[src/rtl/imem_boot_loader_pkg.sv]
// Shared definitions for the instruction-memory boot loader: FSM states and frame geometry.
package imem_boot_loader_pkg;

  typedef enum logic [2:0] {
    S_IDLE,
    S_LEN_LO,
    S_LEN_HI,
    S_DATA,
    S_WRITE,
    S_CSUM,
    S_DONE
  } state_e;

  localparam int unsigned HDR_BYTES      = 2;
  localparam int unsigned BYTES_PER_WORD = 4;
  localparam int unsigned CSUM_BYTES     = 1;
  localparam int unsigned BYTE_IDX_W     = $clog2(BYTES_PER_WORD);

  // Total byte count of a well-formed frame carrying n words.
  function automatic int unsigned frame_bytes(input int unsigned n);
    return HDR_BYTES + BYTES_PER_WORD * n + CSUM_BYTES;
  endfunction

endpackage

[src/rtl/imem_word_assembler.sv]
// Packs stream bytes little-endian into a 32-bit instruction word.
module imem_word_assembler
  import imem_boot_loader_pkg::*;
(
  input  logic                  clk_i,
  input  logic                  rst_n_i,
  input  logic                  clr_i,
  input  logic                  shift_en_i,
  input  logic [7:0]            byte_i,
  input  logic [BYTE_IDX_W-1:0] byte_idx_i,
  output logic [31:0]           word_o,
  output logic                  last_byte_o
);

  logic [31:0] word_q;

  // Byte k of the word lands in lane k; cleared at session start.
  always_ff @(posedge clk_i) begin
    if (!rst_n_i) begin
      word_q <= '0;
    end else if (clr_i) begin
      word_q <= '0;
    end else if (shift_en_i) begin
      word_q[{byte_idx_i, 3'b000} +: 8] <= byte_i;
    end
  end

  assign word_o      = word_q;
  assign last_byte_o = shift_en_i && (byte_idx_i == BYTE_IDX_W'(BYTES_PER_WORD - 1));

endmodule

[src/rtl/imem_boot_loader.sv]
// Receives a framed byte stream, writes assembled words into instruction memory
// and holds the core in reset until a load completes with a good checksum.
module imem_boot_loader
  import imem_boot_loader_pkg::*;
#(
  parameter int unsigned ADDR_WIDTH = 8,
  parameter bit          BOOT_HOLD  = 1'b1
) (
  input  logic                  clk,
  input  logic                  rst,
  input  logic                  start,
  input  logic [7:0]            rx_data,
  input  logic                  rx_valid,
  output logic                  rx_ready,
  output logic                  imem_we,
  output logic [ADDR_WIDTH-1:0] imem_addr,
  output logic [31:0]           imem_wdata,
  output logic                  core_rst,
  output logic                  busy,
  output logic                  done,
  output logic                  err_checksum,
  output logic                  err_overflow
);

  localparam int unsigned DEPTH = 1 << ADDR_WIDTH;

  state_e                  state_q;
  logic [7:0]              n_lo_q;
  logic [15:0]             n_q;
  logic [15:0]             wcnt_q;
  logic [BYTE_IDX_W-1:0]   byte_idx_q;
  logic [7:0]              acc_q;
  logic                    rx_ready_q;
  logic                    we_q;
  logic [ADDR_WIDTH-1:0]   addr_q;
  logic                    busy_q;
  logic                    done_q;
  logic                    ecs_q;
  logic                    eov_q;
  logic                    core_rst_q;

  logic                    xfer;
  logic                    session_start;
  logic                    shift_en;
  logic                    last_byte;
  logic [31:0]             asm_word;
  logic [15:0]             n_full;
  logic                    n_over;
  logic                    last_word;

  assign xfer          = rx_valid && rx_ready_q;
  assign session_start = start && ((state_q == S_IDLE) || (state_q == S_DONE));
  assign shift_en      = xfer && (state_q == S_DATA);
  assign n_full        = {rx_data, n_lo_q};
  assign n_over        = ({16'd0, n_full} > DEPTH);
  assign last_word     = (wcnt_q == (n_q - 16'd1));

  imem_word_assembler u_asm (
    .clk_i       (clk),
    .rst_n_i     (rst),
    .clr_i       (session_start),
    .shift_en_i  (shift_en),
    .byte_i      (rx_data),
    .byte_idx_i  (byte_idx_q),
    .word_o      (asm_word),
    .last_byte_o (last_byte)
  );

  // Session FSM; rx_ready is registered alongside each state change so it
  // always matches the state it enables.
  always_ff @(posedge clk) begin
    if (!rst) begin
      state_q    <= S_IDLE;
      n_lo_q     <= '0;
      n_q        <= '0;
      wcnt_q     <= '0;
      byte_idx_q <= '0;
      acc_q      <= '0;
      rx_ready_q <= 1'b0;
      we_q       <= 1'b0;
      addr_q     <= '0;
      busy_q     <= 1'b0;
      done_q     <= 1'b0;
      ecs_q      <= 1'b0;
      eov_q      <= 1'b0;
      core_rst_q <= BOOT_HOLD;
    end else begin
      if (xfer && (state_q == S_LEN_LO || state_q == S_LEN_HI || state_q == S_DATA)) begin
        acc_q <= acc_q ^ rx_data;
      end

      case (state_q)
        S_IDLE, S_DONE: begin
          if (state_q == S_DONE && !ecs_q && !eov_q) begin
            core_rst_q <= 1'b0;
          end
          if (start) begin
            state_q    <= S_LEN_LO;
            rx_ready_q <= 1'b1;
            done_q     <= 1'b0;
            ecs_q      <= 1'b0;
            eov_q      <= 1'b0;
            acc_q      <= '0;
            wcnt_q     <= '0;
            byte_idx_q <= '0;
            busy_q     <= 1'b1;
            core_rst_q <= 1'b1;
          end
        end
        S_LEN_LO: begin
          if (xfer) begin
            n_lo_q  <= rx_data;
            state_q <= S_LEN_HI;
          end
        end
        S_LEN_HI: begin
          if (xfer) begin
            n_q <= n_full;
            if (n_over) begin
              eov_q      <= 1'b1;
              busy_q     <= 1'b0;
              done_q     <= 1'b1;
              rx_ready_q <= 1'b0;
              state_q    <= S_DONE;
            end else if (n_full == 16'd0) begin
              state_q <= S_CSUM;
            end else begin
              state_q <= S_DATA;
            end
          end
        end
        S_DATA: begin
          if (xfer) begin
            byte_idx_q <= byte_idx_q + 1'b1;
            if (last_byte) begin
              we_q       <= 1'b1;
              addr_q     <= wcnt_q[ADDR_WIDTH-1:0];
              rx_ready_q <= 1'b0;
              state_q    <= S_WRITE;
            end
          end
        end
        S_WRITE: begin
          we_q       <= 1'b0;
          wcnt_q     <= wcnt_q + 16'd1;
          rx_ready_q <= 1'b1;
          state_q    <= last_word ? S_CSUM : S_DATA;
        end
        S_CSUM: begin
          if (xfer) begin
            ecs_q      <= (rx_data != acc_q);
            busy_q     <= 1'b0;
            done_q     <= 1'b1;
            rx_ready_q <= 1'b0;
            state_q    <= S_DONE;
          end
        end
        default: begin
          state_q    <= S_IDLE;
          rx_ready_q <= 1'b0;
          we_q       <= 1'b0;
        end
      endcase
    end
  end

  assign rx_ready     = rx_ready_q;
  assign imem_we      = we_q;
  assign imem_addr    = addr_q;
  assign imem_wdata   = asm_word;
  assign core_rst     = core_rst_q;
  assign busy         = busy_q;
  assign done         = done_q;
  assign err_checksum = ecs_q;
  assign err_overflow = eov_q;

endmodule
[config.mk]
export PLATFORM = sky130hd
export DESIGN_NAME = imem_boot_loader
export DESIGN_NICKNAME = d
export VERILOG_FILES = /design/src/rtl/imem_boot_loader_pkg.sv /design/src/rtl/imem_word_assembler.sv /design/src/rtl/imem_boot_loader.sv
export SDC_FILE = /design/constraint.sdc
export NUM_CORES = 1
export LEC_CHECK = 0
export CORE_UTILIZATION = 56
export CTS_CLUSTER_SIZE = 30
export DETAILED_ROUTE_END_ITERATION = 10
export HOLD_SLACK_MARGIN = 0.02
export PLACE_DENSITY = 0.8
export SKIP_LAST_GASP = 1
export SLEW_MARGIN = 20
export SYNTH_ARGS = -nofsm -noshare
export SYNTH_HDL_FRONTEND = slang
export SYNTH_SLANG_ARGS = --single-unit
[constraint.sdc]
create_clock -name clk -period 3.2 [get_ports clk]
set_clock_uncertainty 0.05 [all_clocks]
set_input_delay 0.32 -clock clk [delete_from_list [all_inputs] [get_ports clk]]
set_output_delay 0.32 -clock clk [all_outputs]
set_load 0.05 [all_outputs]
==> results of run 1 <==
cells in the mapped netlist, types with 3 or more instances:
cell type	instances	area [um^2]
nor2_1	28	105.1
nand4_1	3	18.77
and2_1	12	75.07
a21oi_1	45	225.2
and3_1	3	18.77
nor4_1	9	56.30
o21ai_0	14	70.07
dfxtp_1	100	2002
nand3_1	48	240.2
ha_1	7	87.58
xor2_1	26	227.7
nor3_1	16	80.08
a31oi_1	9	56.30
xnor2_1	14	122.6
nand2b_1	3	18.77
inv_1	10	37.54
buf_1	4	15.01
a21boi_0	26	195.2
nand2_1	123	461.7
o22ai_1	3	18.77
nor2b_1	18	112.6
or4_1	4	30.03
mux2i_1	12	120.1
clkbuf_1	37	138.9
or3_1	5	31.28
o211ai_1	3	22.52
nor3b_1	7	52.55
per-stage QoR:
step | cells | hold WS [ns] | cell area [um^2] | power (uW) | utilization
after floorplan | 626 | 0.4031 | 4971 | 1865 | -
after global placement | 766 | 0.3840 | 5657 | 2045 | 0.6550
after detailed placement | 766 | 0.3948 | 5657 | 2056 | 0.6550
after CTS | 782 | 0.4106 | 5866 | 2901 | 0.6792
after global routing | 782 | 0.4295 | 5866 | 3031 | 0.6792
final | 782 | 0.4087 | 5866 | 2886 | 0.6792
critical path, delay by kind of cell (launching register included):
family	cells	cell delay, ns
buffers and inverters	1	0.07
and+or+nand+nor	3	0.92
xor gates and xnor gates	1	0.17
DFF	1	0.37
adders and majority gates	1	0.33
AOI/OAI and AO/OA	2	0.66
cells by family (layout without fill, tap and decap cells):
| kind of cell | after synthesis | in the layout |
|---|---|---|
| AOI/OAI and AO/OA | 119 | 119 |
| xor gates and xnor gates | 40 | 40 |
| adders and majority gates | 7 | 7 |
| buffers and inverters | 54 | 102 |
| DFF | 100 | 100 |
| muxes | 12 | 12 |
| and+or+nand+nor | 294 | 294 |
area by class of cell:
cell class / count / area share
clock buffers: 10 / 0.02176
repair buffers: 76 / 0.1220
well taps: 108 / 0.02304
flip-flops and latches: 100 / 0.3413
multi-input cells: 472 / 0.4716
inverters: 10 / 0.006399
clock inverters: 6 / 0.01387
placed cells by master (no fill, tap or decap), types with 2 or more instances in the layout:
master	count
nand2_1	123
dfxtp_1	100
clkdlybuf4s50_1	58
nand3_1	48
a21oi_1	45
nor2_1	28
a21boi_0	26
xor2_1	26
nor2b_1	18
buf_4	18
nor3_1	16
xnor2_1	14
o21ai_0	14
and2_1	12
mux2i_1	12
inv_1	10
nor4_1	9
a31oi_1	9
clkbuf_8	9
nor3b_1	7
ha_1	7
or3_1	5
or4_1	4
nand2b_1	3
and3_1	3
nand4_1	3
o211ai_1	3
o22ai_1	3
inv_6	3
o221a_2	2
nand4b_1	2
and4_1	2
a21o_1	2
a21boi_1	2
metal layers:
layer | track usage | wire length [um] | share of wire | vias to the layer above
met5 | 0 | 0 | 0 | -
met4 | 0.07960 | 154 | 0.012 | 0
met3 | 0.04739 | 723 | 0.058 | 12
met2 | 0.4651 | 5943 | 0.48 | 158
met1 | 0.3805 | 5677 | 0.45 | 2157
li1 | - | - | - | 2243
sequential cells by signal, indices dropped and copies added (netlist names):
name,count
acc_q,8
busy,1
byte_idx_q,2
core_rst,1
done,1
err_checksum,1
err_overflow,1
imem_addr,8
imem_we,1
n_lo_q,8
n_q,16
rx_ready,1
state_q,3
u_asm.word_o,32
wcnt_q,16
power groups by stage:
stage	Sequential [uW]	Clock [uW]	Combinational, uW
4_1_cts	1360	870	673
3_3_place_gp	1390	0	659
5_1_grt	1370	920	740
6_report	1360	849	678
2_1_floorplan	1420	0	440
3_5_place_dp	1390	0	668
how the worst min path moves through the flow:
stage,from,cells past startpoint,end
final,u_asm.word_o[0],2,u_asm.word_o[0]
after global routing,u_asm.word_o[0],2,u_asm.word_o[0]
after CTS,u_asm.word_o[0],2,u_asm.word_o[0]
after detailed placement,u_asm.word_o[0],2,u_asm.word_o[0]
after global placement,core_rst,1,core_rst
after floorplan,n_lo_q[2],2,n_q[2]
==> results.yml, run 1 <==
grt:
  grt.total_usage: 0.2828
  overflow: 0
  grt_pass1_vias: 4066
  grt_pass1_wl_um: 20170
  antenna_found_initial: 0
  grt_max_degree: 61
clock_tree:
  tritoncts: "done"
  holdBufCountCts: 0
  clk_pin_slew_ns: 0.11
  root_buffer: "clkbuf_8"
  cts_made_buffers: 9
  clkLatencyLatePin_ns: 0.37
  cts-resized-gates: 0
  ctsHtreeMaxLevel: 3
  cts_setup_buffers: 0
  cts.sinks: 100
  clock_path_buffers: 2
route:
  drc: 0
  wl_per_cell_um: 15.98
  dr.first_iter.drc_count: 232
  route.vias.total: 4570
  ant_nets: 0
  via_per_inst: 5.844
  firstDrtPassIters: 5
  finalWirelength_um: 12500
cells_and_area:
  multiInputGateArea_mm2: 0.002766
  diodes: 0
  fin_nets: 688
  drive_gt1_frac: 0.06528
  seqCellArea_mm2: 0.002002
  fillCellCount: 701
  area_growth_syn_to_layout_pct: 18.00
critical_path:
  startpoint: "n_q[0]"
  regToRegStartpoint: "n_q[0]"
  cp_slowest_stage_delay_ns: 0.54
  setup.worst_path.start_class: "flop"
  crit_required_ns: 3.46
  crit_slowest_cell: "or4b_4"
  cp-endpoint: "state_q[2]"
  r2r_cells: 8
  r2r_end: "state_q[2]"
  path_cells: "inv_1 -> ha_1 -> or4b_4 -> nor4_1 -> xnor2_1 -> nand4b_1 -> a2111oi_2 -> a32o_1"
  worstPathMaxFanout: 9
  r2r_slack_ns: 0.57
  cp.arrival_ns: 2.89
  crit_path_end_kind: "flop"
  crit_type: "reg -> reg"
pwr:
  power.clock.fraction: 0.294
  leakagePower_uw: 0.001990
  p_per_area_mw_per_mm2: 492.1
  comb_power_share: 0.235
  internal-power_uw: 1915
  power_switching_uw: 971.6
  p_seq_frac: 0.471
  switching_share: 0.3366
  vdd_drop_max_v: 0.0002461
sta:
  min_period_over_period: 0.8234
  setup_viol: 0
  slew_headroom: 0.3764
  min_period_ns: 2.635
  worstMarginPinSlew_ns: 0.9282
  hold_violations: 0
  setup-tns-final_ns: 0
  worst_slack_ns: 0.5652
  max_freq_ghz: 0.3795
  maxSlewViolCount: 0
  rsz0062_at_grt: "no"
synthesis:
  synth_compound_area_frac: 0.1520
  yosysSeqAreaShare: 0.4027
  syn_avg_cell_area_um2: 7.941
  synthSimpleGateAreaFrac: 0.2910
  syn_nets: 645
  synth_cells: 626
  ys_warn_count: 0
  synth_xor_area_frac: 0.07048
  synth-edff-count: 0
  synth_ff_type: "dfxtp_1"
  synth_seq_cells: 100
  syn_area_mm2: 0.004971
  synthMuxAreaShare: 0.02416
  async_reset_ff_frac: 0
  synthDistinctLibCells: 57
  synth_top_family_by_area: "simple AND/OR/NAND/NOR gates"
  synth_fa_ha_area_frac: 0.01762
floorplanning:
  rows: 34
  ios: 59
  start_util: 0.5756
  die_w_um: 96.22
  dieArea_mm2: 0.009257
  die_h_um: 96.22
  coreArea_mm2: 0.008636
run:
  maxCapViolCount: 0
run_status:
  status: "complete, no violations"
hold_path:
  hold_class: "reg -> reg"
placed_design:
  hpwl_um: 8750
  finalWeightedCongestion: 0.9447
  dp_slack_ns: 0.5868
  io_buffer_count: 58
No activity file was read; power rests on OpenSTA's default activity.
==> run 2: changes to the inputs <==
--- a/config.mk
+++ b/config.mk
@@ -5,11 +5,11 @@
 export SDC_FILE = /design/constraint.sdc
 export NUM_CORES = 1
 export LEC_CHECK = 0
-export CORE_UTILIZATION = 56
+export CORE_UTILIZATION = 51
 export CTS_CLUSTER_SIZE = 30
 export DETAILED_ROUTE_END_ITERATION = 10
 export HOLD_SLACK_MARGIN = 0.02
-export PLACE_DENSITY = 0.8
+export PLACE_DENSITY = 0.77
 export SKIP_LAST_GASP = 1
 export SLEW_MARGIN = 20
 export SYNTH_ARGS = -nofsm -noshare
==> constraint.sdc (replaced) <==
create_clock -name clk -period 2.2 [get_ports clk]
set_clock_uncertainty 0.05 [all_clocks]
set_input_delay 0.22 -clock clk [delete_from_list [all_inputs] [get_ports clk]]
set_output_delay 0.22 -clock clk [all_outputs]
set_load 0.05 [all_outputs]
==> run 2 against run 1 <==
The flow now finishes with violations (setup timing). Utilization fell by 1.1 points. Hold slack got worse by 0.0026 ns. Sequential share of layout area fell by 1.9 points. Highest routed layer unchanged.
==> results.yml, run 2 (synthesis results as in run 1) <==
critical_path:
  crit_type: "reg -> reg"
  startpoint: "n_q[5]"
  path_buf_inv: 2
  crit_path_end_kind: "flop"
  crit_required_ns: 2.48
  path_cells: "or4_4 -> buf_6 -> nor3_4 -> xor2_1 -> nand3_1 -> a2111oi_2 -> buf_4 -> a32o_1"
  setup.worst_path.start_class: "flop"
  regToRegStartpoint: "n_q[5]"
  worstPathMaxFanout: 3
  path_delay_family: "simple AND/OR/NAND/NOR gates"
  cp_slowest_stage_delay_ns: 0.54
  cp.arrival_ns: 2.48
  crit_slowest_cell: "or4_4"
clock_tree:
  ctsHtreeMaxLevel: 3
  root_buffer: "clkbuf_8"
  tritoncts: "done"
  cts_made_buffers: 9
  clkLatencyLatePin_ns: 0.38
  clk_pin_slew_ns: 0.10
  cts.sinks: 100
  clock_path_buffers: 2
floorplanning:
  die_h_um: 100.7
  dieArea_mm2: 0.01015
  coreArea_mm2: 0.009328
  rows: 35
  die_w_um: 100.7
  start_util: 0.5329
  ios: 59
placed_design:
  hpwl_um: 9177
  io_buffer_count: 58
  finalWeightedCongestion: 0.8721
  dp.cells: 825
  dp_slack_ns: -0.1970
cells_and_area:
  diodes: 0
  fin_nets: 726
  final_cell_mix: "nand2_1, dfxtp_1, clkdlybuf4s50_1, buf_4, nand3_1"
  mostFrequentLayoutCell: "nand2_1"
  drive_gt1_frac: 0.1348
  largest_register_ffs: 32
  area_growth_syn_to_layout_pct: 25.32
  final_cells: 841
grt:
  grt.total_usage: 0.2643
  antenna_found_initial: 0
  overflow: 0
  grt_pass1_vias: 4352
  grt_pass1_wl_um: 21130
  grt_max_degree: 61
sta:
  whs_ns: 0.4062
  setup-tns-final_ns: -0.001829
  hold_violations: 0
  max_freq_ghz: 0.4542
  min_period_ns: 2.202
  worstMarginPinSlew_ns: 0.5177
  min_period_over_period: 1.001
  slew_headroom: 0.6538
  setup_viol: 1
  maxSlewViolCount: 0
  worst_slack_ns: -0.001829
  rsz0062_at_grt: "yes"
hold_path:
  min-delay-start: "u_asm.word_o[29]"
  hold_class: "reg -> reg"
pwr:
  switching_share: 0.3367
  internal-power_uw: 2764
  power.clock.fraction: 0.261
  p_per_area_mw_per_mm2: 669.0
  comb_power_share: 0.273
  leakagePower_uw: 0.002190
  power_switching_uw: 1403
  p_seq_frac: 0.466
  total_power_uw: 4168
  vdd_drop_max_v: 0.0004573
run_status:
  violations: "setup timing"
  status: "finished with violations"
route:
  via_per_inst: 5.512
  ant_nets: 0
  dr.first_iter.drc_count: 173
  finalWirelength_um: 12820
  route.vias.total: 4636
  drc: 0
  firstDrtPassIters: 5
  wl_per_cell_um: 15.24
run:
  maxCapViolCount: 0
run 2: per-stage QoR:
stage               cell area [um^2]  utilization
finish                          6230       0.6679
global route                    6230       0.6679
CTS                             6198       0.6645
detailed placement              6011       0.6444
global placement                6011       0.6444
floorplan                       4991            -
run 2: final cells by class:
class,count,area [um^2]
inverters,10,37.54
repair buffers,114,1030
flip-flops and latches,100,2006
clock buffers,12,145.1
fillers,799,3098
well taps,129,161.4
multi-input cells,472,2818
clock inverters,4,32.53
run 2: worst reg2reg max path: stages (launching register included):
cell	delay (ns)
dfxtp_2	0.33
or4_4	0.54
buf_6	0.15
nor3_4	0.16
xor2_1	0.17
nand3_1	0.11
a2111oi_2	0.32
buf_4	0.18
a32o_1	0.16
run 2: what timing repair did:
action                                  in CTS  in global routing
endpoints found under the setup margin       2                 21
hold buffers                                 0                  0
pin swaps                                    0                  1
buffers inserted                             0                  0
resized for setup                            2                 13
run 2: final timing paths:
kind / endpoint / slack, ns / cells after the start
worst min-delay path: u_asm.word_o[29] / 0.41 / 2
worst max-delay path: state_q[2] / -0.002 / 8
worst max register to register: state_q[2] / -0.002 / 8
worst min register to register: u_asm.word_o[29] / 0.41 / 2
run 2: routing by layer:
| layer | track usage | up-vias | share of wire |
|---|---|---|---|
| li1 | - | 2318 | - |
| met1 | 0.3304 | 2190 | 0.43 |
| met2 | 0.4589 | 109 | 0.50 |
| met3 | 0.05270 | 19 | 0.047 |
| met4 | 0.08027 | 0 | 0.015 |
| met5 | 0 | - | 0 |
run 2: power groups by stage:
stage,logic (uW),registers [uW],clock network (uW)
after global placement,1090,1980,0
after global routing,1230,1950,1190
after floorplan,642,2070,0
after detailed placement,1110,1980,0
final,1140,1940,1090
after CTS,1120,1940,1110
